--- src/rtl/dc_step_scheduler_if.sv ---
// Bundle of the control and DC-level-table signals of dc_step_scheduler.
//   master : sequence control inputs (Start, Abort, Mode, ExtStep, StartAddr,
//            EndAddr, LoopCount, DwellCycles, HoldoffCycles); observes outputs
//   slave  : the scheduler; drives Addr, StepOut, Busy, Done, PassIdx
interface dc_step_scheduler_if #(
    parameter int ADDR_W  = 7,
    parameter int DWELL_W = 32
);
    logic               Start;
    logic               Abort;
    logic               Mode;
    logic               ExtStep;
    logic [ADDR_W-1:0]  StartAddr;
    logic [ADDR_W-1:0]  EndAddr;
    logic [15:0]        LoopCount;
    logic [DWELL_W-1:0] DwellCycles;
    logic [15:0]        HoldoffCycles;
    logic [ADDR_W-1:0]  Addr;
    logic               StepOut;
    logic               Busy;
    logic               Done;
    logic [15:0]        PassIdx;

    modport master (
        output Start, Abort, Mode, ExtStep, StartAddr, EndAddr,
               LoopCount, DwellCycles, HoldoffCycles,
        input  Addr, StepOut, Busy, Done, PassIdx
    );

    modport slave (
        input  Start, Abort, Mode, ExtStep, StartAddr, EndAddr,
               LoopCount, DwellCycles, HoldoffCycles,
        output Addr, StepOut, Busy, Done, PassIdx
    );
endinterface

--- src/rtl/dc_step_scheduler.sv ---
// dc_step_scheduler: steps a DC-level LUT address from StartAddr to EndAddr
// (modulo 2^ADDR_W), repeating for LoopCount passes (0 = until Abort). Levels
// advance on ExtStep pulses (Mode=0) or every max(DwellCycles,1) cycles (Mode=1).
// Ports:
//   Clk    : clock, rising edge
//   Reset  : asynchronous active-low reset
//   bus    : dc_step_scheduler_if.slave (control inputs, Addr/StepOut/Busy/
//            Done/PassIdx outputs)
// Build option: define DC_SCHED_HOLDOFF_EN to ignore ExtStep for HoldoffCycles
// cycles after each accepted ExtStep.
module dc_step_scheduler #(
    parameter int ADDR_W  = 7,
    parameter int DWELL_W = 32
) (
    input  logic                 Clk,
    input  logic                 Reset,
    dc_step_scheduler_if.slave   bus
);

    typedef enum logic [1:0] {S_IDLE, S_LOAD, S_RUN, S_DONE} state_t;

    state_t             state_q, state_d;
    logic [ADDR_W-1:0]  addr_q, addr_d;
    logic [ADDR_W-1:0]  start_q, end_q;
    logic [15:0]        loop_q;
    logic [15:0]        pass_q, pass_d;
    logic [DWELL_W-1:0] dwell_q;
    logic [DWELL_W-1:0] timer_q, timer_d;
    logic               mode_q;
    logic               step_q, step_d;
    logic               ext_ok;
    logic               advance;

    // Dwell of 0 behaves like 1: the timer counts down to 0 and fires there.
    function automatic logic [DWELL_W-1:0] timer_reload(input logic [DWELL_W-1:0] d);
        return (d <= DWELL_W'(1)) ? '0 : d - DWELL_W'(1);
    endfunction

    function automatic logic [15:0] sat_inc16(input logic [15:0] v);
        return (v == 16'hFFFF) ? v : v + 16'd1;
    endfunction

`ifdef DC_SCHED_HOLDOFF_EN
    logic [15:0] hold_cfg_q;
    logic [15:0] hold_q, hold_d;
    assign ext_ok = bus.ExtStep && (hold_q == 16'd0);
`else
    logic unused_holdoff;
    assign unused_holdoff = ^bus.HoldoffCycles;
    assign ext_ok = bus.ExtStep;
`endif

    assign advance = mode_q ? (timer_q == '0) : ext_ok;

    always_comb begin
        state_d = state_q;
        addr_d  = addr_q;
        pass_d  = pass_q;
        timer_d = timer_q;
        step_d  = 1'b0;
`ifdef DC_SCHED_HOLDOFF_EN
        hold_d  = (hold_q != 16'd0) ? hold_q - 16'd1 : 16'd0;
`endif
        case (state_q)
            S_IDLE: begin
                if (bus.Start && !bus.Abort) state_d = S_LOAD;
            end
            S_LOAD: begin
                if (bus.Abort) begin
                    state_d = S_IDLE;
                end else begin
                    state_d = S_RUN;
                    addr_d  = bus.StartAddr;
                    pass_d  = 16'd0;
                    step_d  = 1'b1;
                    timer_d = timer_reload(bus.DwellCycles);
`ifdef DC_SCHED_HOLDOFF_EN
                    hold_d  = 16'd0;
`endif
                end
            end
            S_RUN: begin
                if (bus.Abort) begin
                    state_d = S_IDLE;
                end else begin
                    if (mode_q)
                        timer_d = (timer_q == '0) ? timer_reload(dwell_q) : timer_q - DWELL_W'(1);
`ifdef DC_SCHED_HOLDOFF_EN
                    if (!mode_q && ext_ok) hold_d = hold_cfg_q;
`endif
                    if (advance) begin
                        if (addr_q != end_q) begin
                            addr_d = addr_q + 1'b1;
                            step_d = 1'b1;
                        end else begin
                            // End of a pass: either finish (address holds) or restart.
                            pass_d = sat_inc16(pass_q);
                            if (loop_q != 16'd0 && pass_d == loop_q) begin
                                state_d = S_DONE;
                            end else begin
                                addr_d = start_q;
                                step_d = 1'b1;
                            end
                        end
                    end
                end
            end
            S_DONE: state_d = S_IDLE;
            default: state_d = S_IDLE;
        endcase
    end

    always_ff @(posedge Clk or negedge Reset) begin
        if (!Reset) begin
            state_q <= S_IDLE;
            addr_q  <= '0;
            pass_q  <= 16'd0;
            timer_q <= '0;
            step_q  <= 1'b0;
        end else begin
            state_q <= state_d;
            addr_q  <= addr_d;
            pass_q  <= pass_d;
            timer_q <= timer_d;
            step_q  <= step_d;
        end
    end

    // Sequence configuration is captured once, as LOAD hands over to RUN.
    always_ff @(posedge Clk or negedge Reset) begin
        if (!Reset) begin
            start_q <= '0;
            end_q   <= '0;
            loop_q  <= 16'd0;
            dwell_q <= '0;
            mode_q  <= 1'b0;
        end else if (state_q == S_LOAD) begin
            start_q <= bus.StartAddr;
            end_q   <= bus.EndAddr;
            loop_q  <= bus.LoopCount;
            dwell_q <= bus.DwellCycles;
            mode_q  <= bus.Mode;
        end
    end

`ifdef DC_SCHED_HOLDOFF_EN
    always_ff @(posedge Clk or negedge Reset) begin
        if (!Reset) begin
            hold_cfg_q <= 16'd0;
            hold_q     <= 16'd0;
        end else begin
            if (state_q == S_LOAD) hold_cfg_q <= bus.HoldoffCycles;
            hold_q <= hold_d;
        end
    end
`endif

    assign bus.Addr    = addr_q;
    assign bus.StepOut = step_q;
    assign bus.Busy    = (state_q == S_LOAD) || (state_q == S_RUN);
    assign bus.Done    = (state_q == S_DONE);
    assign bus.PassIdx = pass_q;

endmodule
--- src/flat_wrapper.sv ---
// flat-port wrapper written by rule: the top's interface ports become plain ports
module dc_step_scheduler_flat 
#(
    parameter int ADDR_W  = 7,
    parameter int DWELL_W = 32
)
  (Clk, Reset, bus_Start, bus_Abort, bus_Mode, bus_ExtStep, bus_StartAddr, bus_EndAddr, bus_LoopCount, bus_DwellCycles, bus_HoldoffCycles, bus_Addr, bus_StepOut, bus_Busy, bus_Done, bus_PassIdx);
  dc_step_scheduler_if #(.ADDR_W(ADDR_W), .DWELL_W(DWELL_W)) bus_i ();
  input  logic Clk;
  input  logic Reset;
  input wire logic [$bits(bus_i.Start)-1:0] bus_Start;
  input wire logic [$bits(bus_i.Abort)-1:0] bus_Abort;
  input wire logic [$bits(bus_i.Mode)-1:0] bus_Mode;
  input wire logic [$bits(bus_i.ExtStep)-1:0] bus_ExtStep;
  input wire logic [$bits(bus_i.StartAddr)-1:0] bus_StartAddr;
  input wire logic [$bits(bus_i.EndAddr)-1:0] bus_EndAddr;
  input wire logic [$bits(bus_i.LoopCount)-1:0] bus_LoopCount;
  input wire logic [$bits(bus_i.DwellCycles)-1:0] bus_DwellCycles;
  input wire logic [$bits(bus_i.HoldoffCycles)-1:0] bus_HoldoffCycles;
  output wire logic [$bits(bus_i.Addr)-1:0] bus_Addr;
  output wire logic [$bits(bus_i.StepOut)-1:0] bus_StepOut;
  output wire logic [$bits(bus_i.Busy)-1:0] bus_Busy;
  output wire logic [$bits(bus_i.Done)-1:0] bus_Done;
  output wire logic [$bits(bus_i.PassIdx)-1:0] bus_PassIdx;
  assign bus_i.Start = bus_Start;
  assign bus_i.Abort = bus_Abort;
  assign bus_i.Mode = bus_Mode;
  assign bus_i.ExtStep = bus_ExtStep;
  assign bus_i.StartAddr = bus_StartAddr;
  assign bus_i.EndAddr = bus_EndAddr;
  assign bus_i.LoopCount = bus_LoopCount;
  assign bus_i.DwellCycles = bus_DwellCycles;
  assign bus_i.HoldoffCycles = bus_HoldoffCycles;
  assign bus_Addr = bus_i.Addr;
  assign bus_StepOut = bus_i.StepOut;
  assign bus_Busy = bus_i.Busy;
  assign bus_Done = bus_i.Done;
  assign bus_PassIdx = bus_i.PassIdx;
  dc_step_scheduler #(.ADDR_W(ADDR_W), .DWELL_W(DWELL_W)) u_core (.Clk(Clk), .Reset(Reset), .bus(bus_i));
endmodule
--- config.mk ---
export PLATFORM = sky130hd
export DESIGN_NAME = dc_step_scheduler_flat
export DESIGN_NICKNAME = d
export VERILOG_FILES = /design/src/rtl/dc_step_scheduler_if.sv /design/src/rtl/dc_step_scheduler.sv /design/src/flat_wrapper.sv
export SDC_FILE = /design/constraint.sdc
export NUM_CORES = 1
export LEC_CHECK = 0
export ABC_AREA = 1
export CORE_MARGIN = 1.5
export CORE_UTILIZATION = 50
export DETAILED_ROUTE_END_ITERATION = 8
export PLACE_DENSITY = 0.83
export REMOVE_ABC_BUFFERS = 1
export SETUP_SLACK_MARGIN = 0.15
export SYNTH_ARGS = -nofsm -noshare
export SYNTH_HDL_FRONTEND = slang
export SYNTH_SLANG_ARGS = --single-unit
export TNS_END_PERCENT = 20
--- constraint.sdc ---
create_clock -name Clk -period 2.1 [get_ports Clk]
set_input_delay 0.42 -clock Clk [delete_from_list [all_inputs] [get_ports Clk]]
set_output_delay 0.42 -clock Clk [all_outputs]
set_load 0.05 [all_outputs]
==> results.tsv <==
metric	value	unit
htreeDepth	4	
finalMaxSlewViolations	0	
syn_area	9000	um2
drt-total-wl	38500	um
setup_violations	56	
io_buffer_count	93	
ant_nets	0	
synth_simple_gate_area_share	34.4	%
numCtsBuffers	17	
drtIter0Drc	1546	
insertion_delay	430	ps
status	finished, violations left	
synth_compound_area_share	13.5	%
finalClockSkew	10.9	ps
timing_worst_setup_path_type	reg2reg	
end_kind	flop	
max_slew_margin	40.9	%
ys_seq_area_share	33.6	%
place_area	12100	um2
fillCellCount	1079	
grt_max_degree	114	
row_count	48	
drive_gt1_share	30.2	%
grt_pass1_wl	53900	um
clock.fmax	337	MHz
die_area	18800	um2
start_util	51.7	%
netlist_instances	1347	
post_drt_wl_per_cell	19.7	um
required	2440	ps
cp_max_fo	9	
cts_tree	done	
syn2layout_area_growth	53.0	%
first_pass_iters	9	
die_h	137	um
die_w	137	um
synth-adder-area-share	1.81	%
hpwl	22900	um
grt_antenna_before_repair	2	
synthXorXnorAreaFrac	6.71	%
synth_top_area_cell	dfrtp_1	
fin_crit_sh	141	%
cts.sinks	121	
fin_ws	-870	ps
yosysWarnings	0	
drc	25	
final_hold_viol_count	0	
vias	11600	
synth.avg_cell_area	6.68	um2
utilization	79.1	%
overflow	0	
muxShareOfSynthArea	1.75	%
fin_nets	1811	
fin_crit	2970	ps
cap_violations	0	
first_global_vias	10900	
vias_per_cell	5.92	
fin_hold_ws	509	ps
coreArea	17400	um2
cts-root-buf	clkbuf_16	
gp_congestion	0.988	
critPathLaunchType	flop	
rsz0062_at_grt	true	
synth_top_family_by_area	simple AND/OR/NAND/NOR gates	
dp_slack	-533	ps
p_per_area	1300	nW/um2
num_io_pins	110	
violations	design-rule violations, negative setup slack	
power.total	0.0179	W
synth_cell_types	45	
yosys-top-cells-area	dfrtp_1, nand2_1, nor2_1	
track_usage	37.4	%
clk_pin_slew	60	ps
synth_seq_cells	121	
ir_drop	1.06	mV
p_leak	6.53	nW
tightest_slew	879	ps
synth_top_area_share	33.6	%
cp.arrival	3310	ps
fin_area	13800	um2
cts_max_path_buffers	2	
min_path_type	in2async	
flip-flops by register name, summed over array words and instances, names as in the netlist:
signal	cells
u_core.dwell_q	32
u_core.timer_q	32
u_core.bus.PassIdx	16
u_core.loop_q	16
u_core.bus.Addr	7
u_core.end_q	7
u_core.start_q	7
u_core.state_q	2
u_core.bus.StepOut	1
u_core.mode_q	1
worst max-delay path: stages, from the launching register on:
cell and delay [ps]:
dfrtp_1 640, nand2_2 160, nor2_4 200, nand2_4 120, nor2_8 190, clkinv_8 100
buf_8 160, nand2_1 150, nand2_1 240, nand2_1 240, buf_4 140, a21oi_2 30
nand2_1 80, nor2_1 50, nand2_1 100, nand2_2 80, a21oi_2 210
kinds of logic (layout without fill, tap and decap cells):
| family | Yosys count | after routing |
|---|---|---|
| flip-flops | 121 | 121 |
| buffers and inverters | 190 | 569 |
| AND/OR/NAND/NOR | 717 | 717 |
| multiplexers | 14 | 14 |
| AO/OA/AOI/OAI | 223 | 223 |
| XOR/XNOR | 69 | 69 |
| adder cells (fa/ha/maj) | 13 | 13 |
| other | 0 | 2 |
report_power, final:
| group | internal [W] | leakage [nW] | total (W) | switching, W |
|---|---|---|---|---|
| clock network | 0.00198 | 0.299 | 0.00308 | 0.00110 |
| logic | 0.00445 | 4.76 | 0.0105 | 0.00607 |
| registers | 0.00338 | 1.47 | 0.00427 | 0.000897 |
layout by cell type (no fill, tap or decap), types with 19 or more instances in the layout:
master             n
nand4_1           30
xor2_1            54
nand2_2           33
o21ai_0           82
dfrtp_1          119
nand2_1          307
o21ai_1           28
nor2_1           155
nor2_2            34
o21ai_2           19
buf_4            268
clkdlybuf4s50_1   66
a21oi_1           44
inv_1            144
nand3_1           83
nor2_4            20
metal layers:
layer	wire length (um)	vias up	track usage, %
li1	-	5123	-
met1	13500	5237	42.6
met2	17400	896	63.0
met3	4500	293	10.3
met4	2910	5	21.4
met5	118	-	0
per-stage QoR:
stage	cells	setup TNS (ps)
final	1953	-13540
after global routing	1953	-18390
after CTS	1940	-1820
after detailed placement	1887	-17110
after global placement	1887	-12800
after floorplan	1314	-163380
Yosys cell counts:
master     instances
a211oi_1           1
a21boi_1           5
a21o_1             1
a21oi_1           52
a22o_1             1
a22oi_1            6
a2bb2oi_1          8
a31oi_1            2
and2_1             3
buf_1              2
buf_4              2
buf_6              2
clkbuf_1          27
clkinv_1           3
dfrtp_1          121
ha_1              13
inv_1            151
inv_2              2
inv_4              1
mux2_2            14
nand2_1          335
nand2_2           10
nand2_4            2
nand3_1           92
nand3_2            1
nand3b_1           1
nand4_1           30
nand4_4            1
nor2_1           196
nor2_2             8
nor2_4             5
nor2_8             1
nor3_1            17
nor3_2             1
nor4_1             7
o211ai_1           3
o21ai_0          127
o21ai_1            3
o21ai_2            1
o21bai_2           1
o22ai_1           11
o31ai_1            1
or2_2              7
xnor2_1           12
xor2_1            57
worst paths after layout:
path	start	endpoint	depth (start not counted)	slack [ps]
worst max-delay path	u_core.bus.PassIdx[11]	u_core.bus.StepOut	16	-870
worst min-delay path	Reset	u_core.bus.PassIdx[12]	2	510
worst max register to register	u_core.bus.PassIdx[11]	u_core.bus.StepOut	16	-870
worst min register to register	u_core.start_q[3]	u_core.start_q[3]	1	510
max in group asynchronous	Reset	u_core.dwell_q[22]	3	900
min in group Clk	u_core.start_q[3]	u_core.start_q[3]	1	510
final cells by class:
class | count | area, um2 | area share, %
diodes | 2 | 5.00 | 0.0363
clock buffers | 23 | 488 | 3.54
clock inverters | 8 | 118 | 0.854
inverters | 157 | 612 | 4.44
multi-input cells | 1036 | 5930 | 43.0
flip-flops and latches | 121 | 3030 | 22.0
well taps | 225 | 282 | 2.04
repair buffers | 381 | 3310 | 24.0
timing repair:
| action | 4_1_cts | 5_1_grt |
|---|---|---|
| setup buffers | 17 | 11 |
| gates cloned | 4 | 0 |
| hold buffers | 1 | 0 |
| pin swaps | 36 | 26 |
| endpoints found under the setup margin | 80 | 62 |
| resized for setup | 149 | 121 |
| endpoints found under the hold margin | 32 | 0 |
(Power assumes the default switching activity.)
